[src/rtl/bram_ctrl_pkg.sv]
// +----------------------------------------------------------------------------+
// | bram_ctrl_pkg                                                              |
// | Shared state encoding, default widths and round-robin pick helper.         |
// | Revision: 1.0                                                              |
// +----------------------------------------------------------------------------+
`default_nettype none

package bram_ctrl_pkg;

  localparam int DEF_ADDR_W = 10;
  localparam int DEF_DATA_W = 18;

  typedef enum logic [1:0] {
    IDLE = 2'd0,
    INIT = 2'd1,
    RUN  = 2'd2
  } state_t;

  // last_gnt: 0 = m0 won most recently, 1 = m1 won most recently
  function automatic logic [1:0] rr_pick(input logic [1:0] req, input logic last_gnt);
    logic [1:0] pick;
    pick = req;
    if (req == 2'b11) begin
      pick = last_gnt ? 2'b01 : 2'b10;
    end
    return pick;
  endfunction

endpackage

`default_nettype wire

[src/rtl/rr_arb2.sv]
// +----------------------------------------------------------------------------+
// | rr_arb2                                                                    |
// | Two-way round-robin arbiter; combinational grant, pointer moves on grant.  |
// | Revision: 1.0                                                              |
// +----------------------------------------------------------------------------+
`default_nettype none

module rr_arb2
  import bram_ctrl_pkg::*;
(
  input  logic       clk,
  input  logic       rst_n,
  input  logic       en,
  input  logic [1:0] req,
  output logic [1:0] gnt
);

  logic last_q;
  logic last_d;

  always_comb begin
    gnt    = en ? rr_pick(req, last_q) : 2'b00;
    last_d = last_q;
    if (gnt[1]) begin
      last_d = 1'b1;
    end else if (gnt[0]) begin
      last_d = 1'b0;
    end
  end

  // Reset pretends m1 won last so m0 is favoured first.
  always_ff @(posedge clk or negedge rst_n) begin
    if (!rst_n) begin
      last_q <= 1'b1;
    end else begin
      last_q <= last_d;
    end
  end

endmodule

`default_nettype wire

[src/rtl/bram_rr_arbiter.sv]
// +----------------------------------------------------------------------------+
// | bram_rr_arbiter                                                            |
// | Two-requester round-robin front end for a simple dual-port BRAM with      |
// | optional zero-fill after reset or on clear.                                |
// | Revision: 1.0                                                              |
// +----------------------------------------------------------------------------+
`default_nettype none

module bram_rr_arbiter
  import bram_ctrl_pkg::*;
#(
  parameter int ADDR_W  = DEF_ADDR_W,
  parameter int DATA_W  = DEF_DATA_W,
  parameter bit INIT_EN = 1'b1
) (
  input  logic              clk,
  input  logic              rst_n,
  input  logic              clr,
  input  logic              m0_req,
  input  logic              m0_we,
  input  logic [ADDR_W-1:0] m0_addr,
  input  logic [DATA_W-1:0] m0_wdata,
  output logic              m0_gnt,
  output logic              m0_rvalid,
  output logic [DATA_W-1:0] m0_rdata,
  input  logic              m1_req,
  input  logic              m1_we,
  input  logic [ADDR_W-1:0] m1_addr,
  input  logic [DATA_W-1:0] m1_wdata,
  output logic              m1_gnt,
  output logic              m1_rvalid,
  output logic [DATA_W-1:0] m1_rdata,
  output logic              ram_wen_A,
  output logic [ADDR_W-1:0] ram_addr_A,
  output logic [DATA_W-1:0] ram_din_A,
  output logic              ram_ren_B,
  output logic [ADDR_W-1:0] ram_addr_B,
  input  logic [DATA_W-1:0] ram_dout_B,
  output logic              init_done
);

  localparam logic [ADDR_W-1:0] ADDR_LAST = '1;

  state_t            state_q, state_d;
  logic [ADDR_W-1:0] cnt_q, cnt_d;
  logic [1:0]        rvalid_q, rvalid_d;
  logic              init_done_q;

  logic              arb_en;
  logic [1:0]        arb_gnt;
  logic              win_we;
  logic [ADDR_W-1:0] win_addr;
  logic [DATA_W-1:0] win_wdata;

  rr_arb2 u_arb (
    .clk   (clk),
    .rst_n (rst_n),
    .en    (arb_en),
    .req   ({m1_req, m0_req}),
    .gnt   (arb_gnt)
  );

  always_comb begin : p_winner
    win_we    = m0_we;
    win_addr  = m0_addr;
    win_wdata = m0_wdata;
    if (arb_gnt[1]) begin
      win_we    = m1_we;
      win_addr  = m1_addr;
      win_wdata = m1_wdata;
    end
  end

  always_comb begin : p_fsm
    state_d    = state_q;
    cnt_d      = cnt_q;
    arb_en     = 1'b0;
    ram_wen_A  = 1'b0;
    ram_addr_A = '0;
    ram_din_A  = '0;
    ram_ren_B  = 1'b0;
    ram_addr_B = '0;
    case (state_q)
      IDLE: begin
        state_d = INIT_EN ? INIT : RUN;
      end
      INIT: begin
        ram_wen_A  = 1'b1;
        ram_addr_A = cnt_q;
        cnt_d      = cnt_q + 1'b1;
        if (cnt_q == ADDR_LAST) begin
          state_d = RUN;
        end
      end
      RUN: begin
        if (clr) begin
          state_d = INIT;
          cnt_d   = '0;
        end else begin
          arb_en = 1'b1;
          if (|arb_gnt) begin
            if (win_we) begin
              ram_wen_A  = 1'b1;
              ram_addr_A = win_addr;
              ram_din_A  = win_wdata;
            end else begin
              ram_ren_B  = 1'b1;
              ram_addr_B = win_addr;
            end
          end
        end
      end
      default: begin
        state_d = IDLE;
      end
    endcase
  end

  // Grants are zero whenever arbitration is disabled, so this is empty outside RUN.
  assign rvalid_d = arb_gnt & {~m1_we, ~m0_we};

  always_ff @(posedge clk or negedge rst_n) begin
    if (!rst_n) begin
      state_q     <= IDLE;
      cnt_q       <= '0;
      rvalid_q    <= 2'b00;
      init_done_q <= 1'b0;
    end else begin
      state_q     <= state_d;
      cnt_q       <= cnt_d;
      rvalid_q    <= rvalid_d;
      init_done_q <= (state_d == RUN);
    end
  end

  assign m0_gnt    = arb_gnt[0];
  assign m1_gnt    = arb_gnt[1];
  assign m0_rvalid = rvalid_q[0];
  assign m1_rvalid = rvalid_q[1];
  // Read data is the raw RAM port, blanked in IDLE so nothing leaks out during reset.
  assign m0_rdata  = (state_q != IDLE) ? ram_dout_B : '0;
  assign m1_rdata  = (state_q != IDLE) ? ram_dout_B : '0;
  assign init_done = init_done_q;

endmodule

`default_nettype wire

[config.mk]
export PLATFORM = sky130hd
export DESIGN_NAME = bram_rr_arbiter
export DESIGN_NICKNAME = d
export VERILOG_FILES = /design/src/rtl/bram_ctrl_pkg.sv /design/src/rtl/rr_arb2.sv /design/src/rtl/bram_rr_arbiter.sv
export SDC_FILE = /design/constraint.sdc
export NUM_CORES = 1
export LEC_CHECK = 0
export CAP_MARGIN = 40
export CORE_MARGIN = 8
export CORE_UTILIZATION = 28
export CTS_CLUSTER_SIZE = 25
export DETAILED_ROUTE_END_ITERATION = 10
export PLACE_DENSITY = 0.8
export SYNTH_ARGS = -nofsm -noshare
export SYNTH_HDL_FRONTEND = slang
export SYNTH_SLANG_ARGS = --single-unit
[constraint.sdc]
create_clock -name clk -period 2.05 [get_ports clk]
set_input_delay 0.41 -clock clk [delete_from_list [all_inputs] [get_ports clk]]
set_output_delay 0.41 -clock clk [all_outputs]
set_load 0.01 [all_outputs]
==> impl_metrics.ini, run 1 <==
[floorplan]
start_util_pct = 28.4
num_rows = 29
dieArea_um2 = 9080
core_area_um2 = 6200
ios = 162
die_h_um = 95.3
die_x_um = 95.3

[sta]
worst_slew_pin_slew_ns = 0.378
fmax_ghz = 0.423
rsz0062_at_grt = yes
fin_ws_ns = -0.314
maxSlewHeadroom_pct = 74.6
period_needed_ns = 2.36
period_share_pct = 115
clock_skew_ns = 0.00384
setup_violations = 40
hold_viol_final = 0
slew_violations = 0

[yosys]
synth_top_family_by_area = simple AND/OR/NAND/NOR gates
ys_top_cells_by_count = nand2_1 (55), buf_4 (20), nor2_1 (19)
synth_area_leader_cell = dfrtp_1
synth_simple_gate_area_share_pct = 31.4
async_flop_share_pct = 100
synthMuxAreaShare_pct = 7.47
ys_seq_area_share_pct = 22.8
synth_seq_cells = 16
ys_warn_count = 0
synth_nets = 323
yosysTopAreaCellShare_pct = 21.3
yosysUniqueCellTypes = 39
synth_ff_type = dfrtp_1
synth_compound_area_share_pct = 15.9
synth.most_common_cell = nand2_1
syn_area_um2 = 1760
synth_xor_area_share_pct = 3.49
syn_avg_cell_area_um2 = 7.42
synth_area_leaders = dfrtp_1 (21%), nand2_1 (12%), buf_4 (8.5%)
synth_fa_ha_area_share_pct = 3.56
synth_edf_count = 0
synthCells = 237

[detailed_routing]
drtIter0Drc = 107
routed-via-count = 2316
remaining_drc_errors = 0
antenna_left = 0
first_pass_iters = 4
avgRoutedWirePerCell_um = 17.0
viasPerCell = 4.76
drt-total-wl_um = 8280

[worst_setup_path]
crit_path_max_fanout = 18
cp_top_family = simple AND/OR/NAND/NOR gates
crit_arrival_ns = 1.95
required_ns = 1.64
r2r_start = state_q[0]
critPathMaxStageDelay_ns = 0.39
startpoint = state_q[0]
regToRegSetupSlack_ns = 0.11
cp_cell_sequence = inv_2 > ha_4 > nor2b_4 > buf_4 > nand4_2 > and2_4 > buf_12 > a21oi_2 > buf_2
cp-end-kind = output port
r2r_end = cnt_q[8]
r2r_cells = 9
crit_buf_inv = 4
path_class = flop to output port
slowest_stage = dfrtp_1
startpoint_type = flop

[power_and_ir_drop]
powerDensity_nw_per_um2 = 256
p_leak_nw = 1.66
ir_drop_v = 0.000285
total_power_mw = 0.906

[grt]
grt_pass1_wl_um = 11800
grt_pass1_vias = 2335
grt_start_max_net_pins = 20
grt_overflow = 0
grtUsageTotal_pct = 16.4
antenna_found_initial = 0

[clocking]
numClockSinks = 16
path_clk_slew_ns = 0.07
cts_buffers = 3
clock_latency_ns = 0.26
cts_tree = yes
cts_root_buf = clkbuf_8
htreeDepth = 1
cts_buffer_depth = 2
cts_hold_buffers = 0

[placement]
hpwl_um = 6410
gp_congestion = 0.864
placed_cell_area_um2 = 3440
portBuffers = 161
dp.cells = 467

[job]
cap_violations = 0

[cells_and_area]
fin_util_pct = 57.1
final_cells = 487
n_antenna_cell = 0
finalNetCount = 497
nFillCells = 554
drive_above_1_share_pct = 42.7
finalInstanceArea_um2 = 3540
syn2layout_area_growth_pct = 101

[outcome]
status = complete, but fails checks
violations = setup timing

[worst_hold_path]
worstHoldPathType = primary input to async pin
-- stage by stage --
step                worst slack (ns)  hold WS [ns]  TNS (ns)
detailed placement            -0.739         0.466    -28.40
global route                  -0.481         0.491    -15.42
CTS                           -0.298         0.482     -8.97
global placement              -0.709         0.455    -27.33
finish                        -0.314         0.474    -11.19
floorplan                   -0.00688         0.114   -0.0441
-- timing repair --
action | in CTS | in global routing
pin swaps | 11 | 7
buffers inserted | 11 | 3
gates resized for setup | 276 | 88
setup endpoints to repair | 78 | 78
cloned | 2 | 0
-- registers in the layout (all words and copies together) (netlist names) --
signal and count:
cnt_q 10, rvalid_q 2, state_q 2, init_done 1, u_arb.last_q 1
-- cell usage in the layout, fill, tap and decap left out, types with 3 or more instances in the layout --
| cell | instances |
|---|---|
| o21ai_0 | 6 |
| clkdlybuf4s15_2 | 3 |
| clkbuf_8 | 4 |
| a21oi_1 | 8 |
| mux2i_4 | 8 |
| clkdlybuf4s50_1 | 80 |
| or3_1 | 3 |
| nand2_2 | 6 |
| nor2b_1 | 13 |
| nor2_2 | 3 |
| nor2_1 | 16 |
| mux2i_2 | 3 |
| xnor2_1 | 3 |
| dlygate4sd2_1 | 3 |
| inv_2 | 3 |
| buf_12 | 3 |
| inv_1 | 3 |
| buf_4 | 25 |
| nand4_1 | 3 |
| clkbuf_2 | 32 |
| a21oi_2 | 13 |
| buf_2 | 39 |
| buf_6 | 13 |
| xor2_1 | 4 |
| nor2b_4 | 4 |
| o21ai_1 | 9 |
| nand2_1 | 49 |
| nand3_1 | 3 |
| ha_1 | 4 |
| dfrtp_1 | 15 |
-- cells by family after synthesis --
family,count (synthesis)
AND/OR/NAND/NOR,114
adder cells (fa/ha/maj),5
flip-flops,16
multiplexers,13
XOR/XNOR,7
buffers and inverters,38
AO/OA/AOI/OAI,44
-- cell type report --
type | count | area [µm²] | share of cell area [%]
clock buffers | 4 | 55.1 | 1.55
inverters | 7 | 33.8 | 0.953
multi-input cells | 184 | 1330 | 37.6
flip-flops and latches | 16 | 402 | 11.3
well taps | 77 | 96.3 | 2.72
repair buffers | 198 | 1610 | 45.4
repair inverters | 1 | 16.3 | 0.459
-- worst reg2reg max path, delay by kind of cell (launching register included) --
kind	cells	cell delay, ns
buf+inv	4	0.56
flops	1	0.39
simple gates	2	0.32
mux	1	0.24
fa+ha+maj	1	0.20
xor+xnor	1	0.13
-- routing by layer --
layer / track usage, % / vias to the layer above / part of all wire (%)
met5: 0 / - / 0
met4: 3.25 / 0 / 1.4
met3: 4.41 / 12 / 11
met2: 30.4 / 105 / 51
met1: 18.1 / 1085 / 37
li1: - / 1114 / -
-- worst max-delay path by stage --
stage,cells after the start,slack [ns],end
final,9,-0.31,ram_din_A[6]
after floorplan,10,-0.007,ram_addr_A[2]
after global placement,6,-0.71,ram_addr_B[1]
after global routing,8,-0.48,ram_addr_A[5]
after detailed placement,8,-0.74,ram_din_A[2]
after CTS,9,-0.30,ram_addr_A[3]
-- power breakdown --
part	leakage (nW)	internal, mW	switching [mW]
sequential	0.200	0.316	0
clock	0.0288	0.171	0.119
combinational	1.44	0.191	0.109
Note: power is estimated with default switching activity, not from simulation.
==> run 2, diff against run 1 <==
- CORE_UTILIZATION: 28 -> 29
- PLACE_DENSITY: 0.8 -> 0.81
- SYNTH_HIERARCHICAL: default -> 1
==> run 2 against run 1 <==
The run still ends with setup timing left; critical path type unchanged; design area grew 20%; largest cell class unchanged; sequential share of layout area is 1.9 points lower; core utilization up 14 points.
==> impl_metrics.ini, run 2 <==
[worst_setup_path]
crit_arrival_ns = 2.20
path_class = flop to output port
r2r_cells = 10
slowest_stage = dfrtp_1
cp_num_cells = 11
crit_path_end = ram_addr_B[8]
r2r_end = cnt_q[7]
crit_buf_inv = 4
startpoint_type = flop
cp_top_family = simple AND/OR/NAND/NOR gates
critPathMaxStageDelay_ns = 0.39
r2r_start = state_q[1]
cp_cell_sequence = inv_2 > ha_4 > nand2b_4 > inv_4 > nand2_1 > a21oi_2 > nor3b_1 > o21ai_4 > buf_6 > nor2b_2 > clkdlybuf4s15_2
required_ns = 1.64
startpoint = state_q[0]
regToRegSetupSlack_ns = 0.06
cp-end-kind = output port
crit_path_max_fanout = 5

[job]
cap_violations = 0

[yosys]
ys_seq_area_share_pct = 22.2
async_flop_share_pct = 100
ys_top_cells_by_count = nor2b_1 (28), mux2i_1 (24), nor2_1 (22)
yosysUniqueCellTypes = 37
yosysTopAreaCellShare_pct = 20.8
synth_area_leader_cell = dfrtp_1
synth_area_leaders = dfrtp_1 (21%), mux2i_1 (13%), nor2b_1 (9.7%)
syn_avg_cell_area_um2 = 8.03
synth_ff_type = dfrtp_1
ys_warn_count = 6
syn_area_um2 = 1810
synth_seq_cells = 16
synthCells = 225
synth.most_common_cell = nor2b_1
synth_nets = 311
synth_edf_count = 0

[grt]
grtUsageTotal_pct = 18.2
grt_pass1_vias = 2468
met3_usage_pct = 4.05
grt_overflow = 0
grt_pass1_wl_um = 12900
met2_usage_pct = 35.4
grt_use_met1_pct = 18.5
busiest_layer = met2
grt_start_max_net_pins = 21
antenna_found_initial = 0

[cells_and_area]
drive_above_1_share_pct = 57.8
finalNetCount = 497
layout_commonest_cell = clkdlybuf4s50_1
top_register = cnt_q
reg_top3 = cnt_q (10), rvalid_q (2), state_q (2)
syn2layout_area_growth_pct = 136
n_antenna_cell = 0
fin_util_pct = 71.4
largest_register_ff_count = 10
layout_common_cells = clkdlybuf4s50_1 (81), buf_6 (38), buf_2 (35), buf_4 (35), nor2b_2 (18)

[clocking]
htreeDepth = 1
cts_root_buf = clkbuf_8
cts_buffers = 3
cts_hold_buffers = 0
cts_buffer_depth = 2
cts_tree = yes
path_clk_slew_ns = 0.07
numClockSinks = 16
clock_latency_ns = 0.26

[sta]
setup_violations = 42
period_needed_ns = 2.61
period_share_pct = 127
slew_violations = 0
hold_viol_final = 0
holdWs_ns = 0.463
clock_skew_ns = 0.00267
fmax_ghz = 0.383
fin_ws_ns = -0.559
worst_slew_pin_slew_ns = 0.385
maxSlewHeadroom_pct = 74.3
rsz0062_at_grt = yes

[placement]
portBuffers = 161
hpwl_um = 7290
gp_congestion = 0.849

[power_and_ir_drop]
ir_drop_v = 0.000248
powerDensity_nw_per_um2 = 222
p_leak_nw = 1.89
total_power_mw = 0.946

[detailed_routing]
routed-via-count = 2441
antenna_left = 0
drtIter0Drc = 73
avgRoutedWirePerCell_um = 19.9
remaining_drc_errors = 0
viasPerCell = 5.03
drt-total-wl_um = 9670
first_pass_iters = 4

[floorplan]
die_x_um = 94.9
core_area_um2 = 5960
die_h_um = 94.9
num_rows = 28
start_util_pct = 30.3
ios = 162
dieArea_um2 = 9010

[outcome]
status = complete, but fails checks
violations = setup timing

[worst_hold_path]
worstHoldPathType = primary input to async pin
-- run 2: cell types whose count changed after synthesis, moves of 4 or more --
| cell | delta |
|---|---|
| a21oi_2 | -9 |
| a32o_1 | +8 |
| clkbuf_1 | +4 |
| mux2_2 | +8 |
| mux2i_1 | +12 |
| nand2_1 | -42 |
| nor2b_1 | +10 |
| o21ai_0 | -7 |
| o31ai_1 | +6 |
-- run 2: logic make-up after synthesis --
logic type | synth area share [%]
muxes | 18.9
buffers and inverters | 14.0
AOI/OAI and AO/OA | 14.5
xor gates and xnor gates | 0.970
DFF | 22.2
and+or+nand+nor | 26.0
adders and majority gates | 3.46
-- run 2: area by class of cell --
class | instances | area, µm²
inverter | 9 | 38.8
sequential | 16 | 402
tap | 75 | 93.8
multi-input combinational | 167 | 1740
fill | 419 | 1700
clock buffer | 4 | 55.1
timing repair buffer | 214 | 1920
-- run 2: repair_timing --
action                     4_1_cts  5_1_grt
gates cloned                     0        2
setup buffers                    9        6
pin swaps                        8       26
resized for setup              303      133
setup endpoints to repair       80       82
-- run 2: how the worst min path moves through the flow --
stage / endpoint / cells past startpoint / slack, ns / startpoint
finish: cnt_q[7] / 2 / 0.46 / rst_n
floorplan: cnt_q[0] / 0 / 0.11 / rst_n
detailed placement: cnt_q[9] / 2 / 0.57 / cnt_q[9]
CTS: cnt_q[9] / 2 / 0.47 / rst_n
global route: cnt_q[9] / 2 / 0.49 / rst_n
global placement: cnt_q[1] / 2 / 0.56 / cnt_q[1]
-- run 2: metrics by stage --
stage               instances  TNS, ns  worst slack [ns]  instance area (µm²)
finish                    485   -19.75            -0.559                 4260
global route              485   -23.16            -0.649                 4260
CTS                       477   -18.30            -0.547                 3930
detailed placement        466   -37.45            -0.970                 3790
global placement          466   -35.11            -0.899                 3790
floorplan                 225    -8.50            -0.247                 2040
-- run 2: routing by layer --
metal,vias to the layer above,part of all wire [%]
met5,-,0
met4,0,1.6
met3,13,9.1
met2,126,54
met1,1157,35
li1,1145,-
-- run 2: power breakdown --
part	total [mW]	internal [mW]	switching [mW]
combinational	0.325	0.211	0.114
clock	0.305	0.171	0.134
sequential	0.316	0.316	0
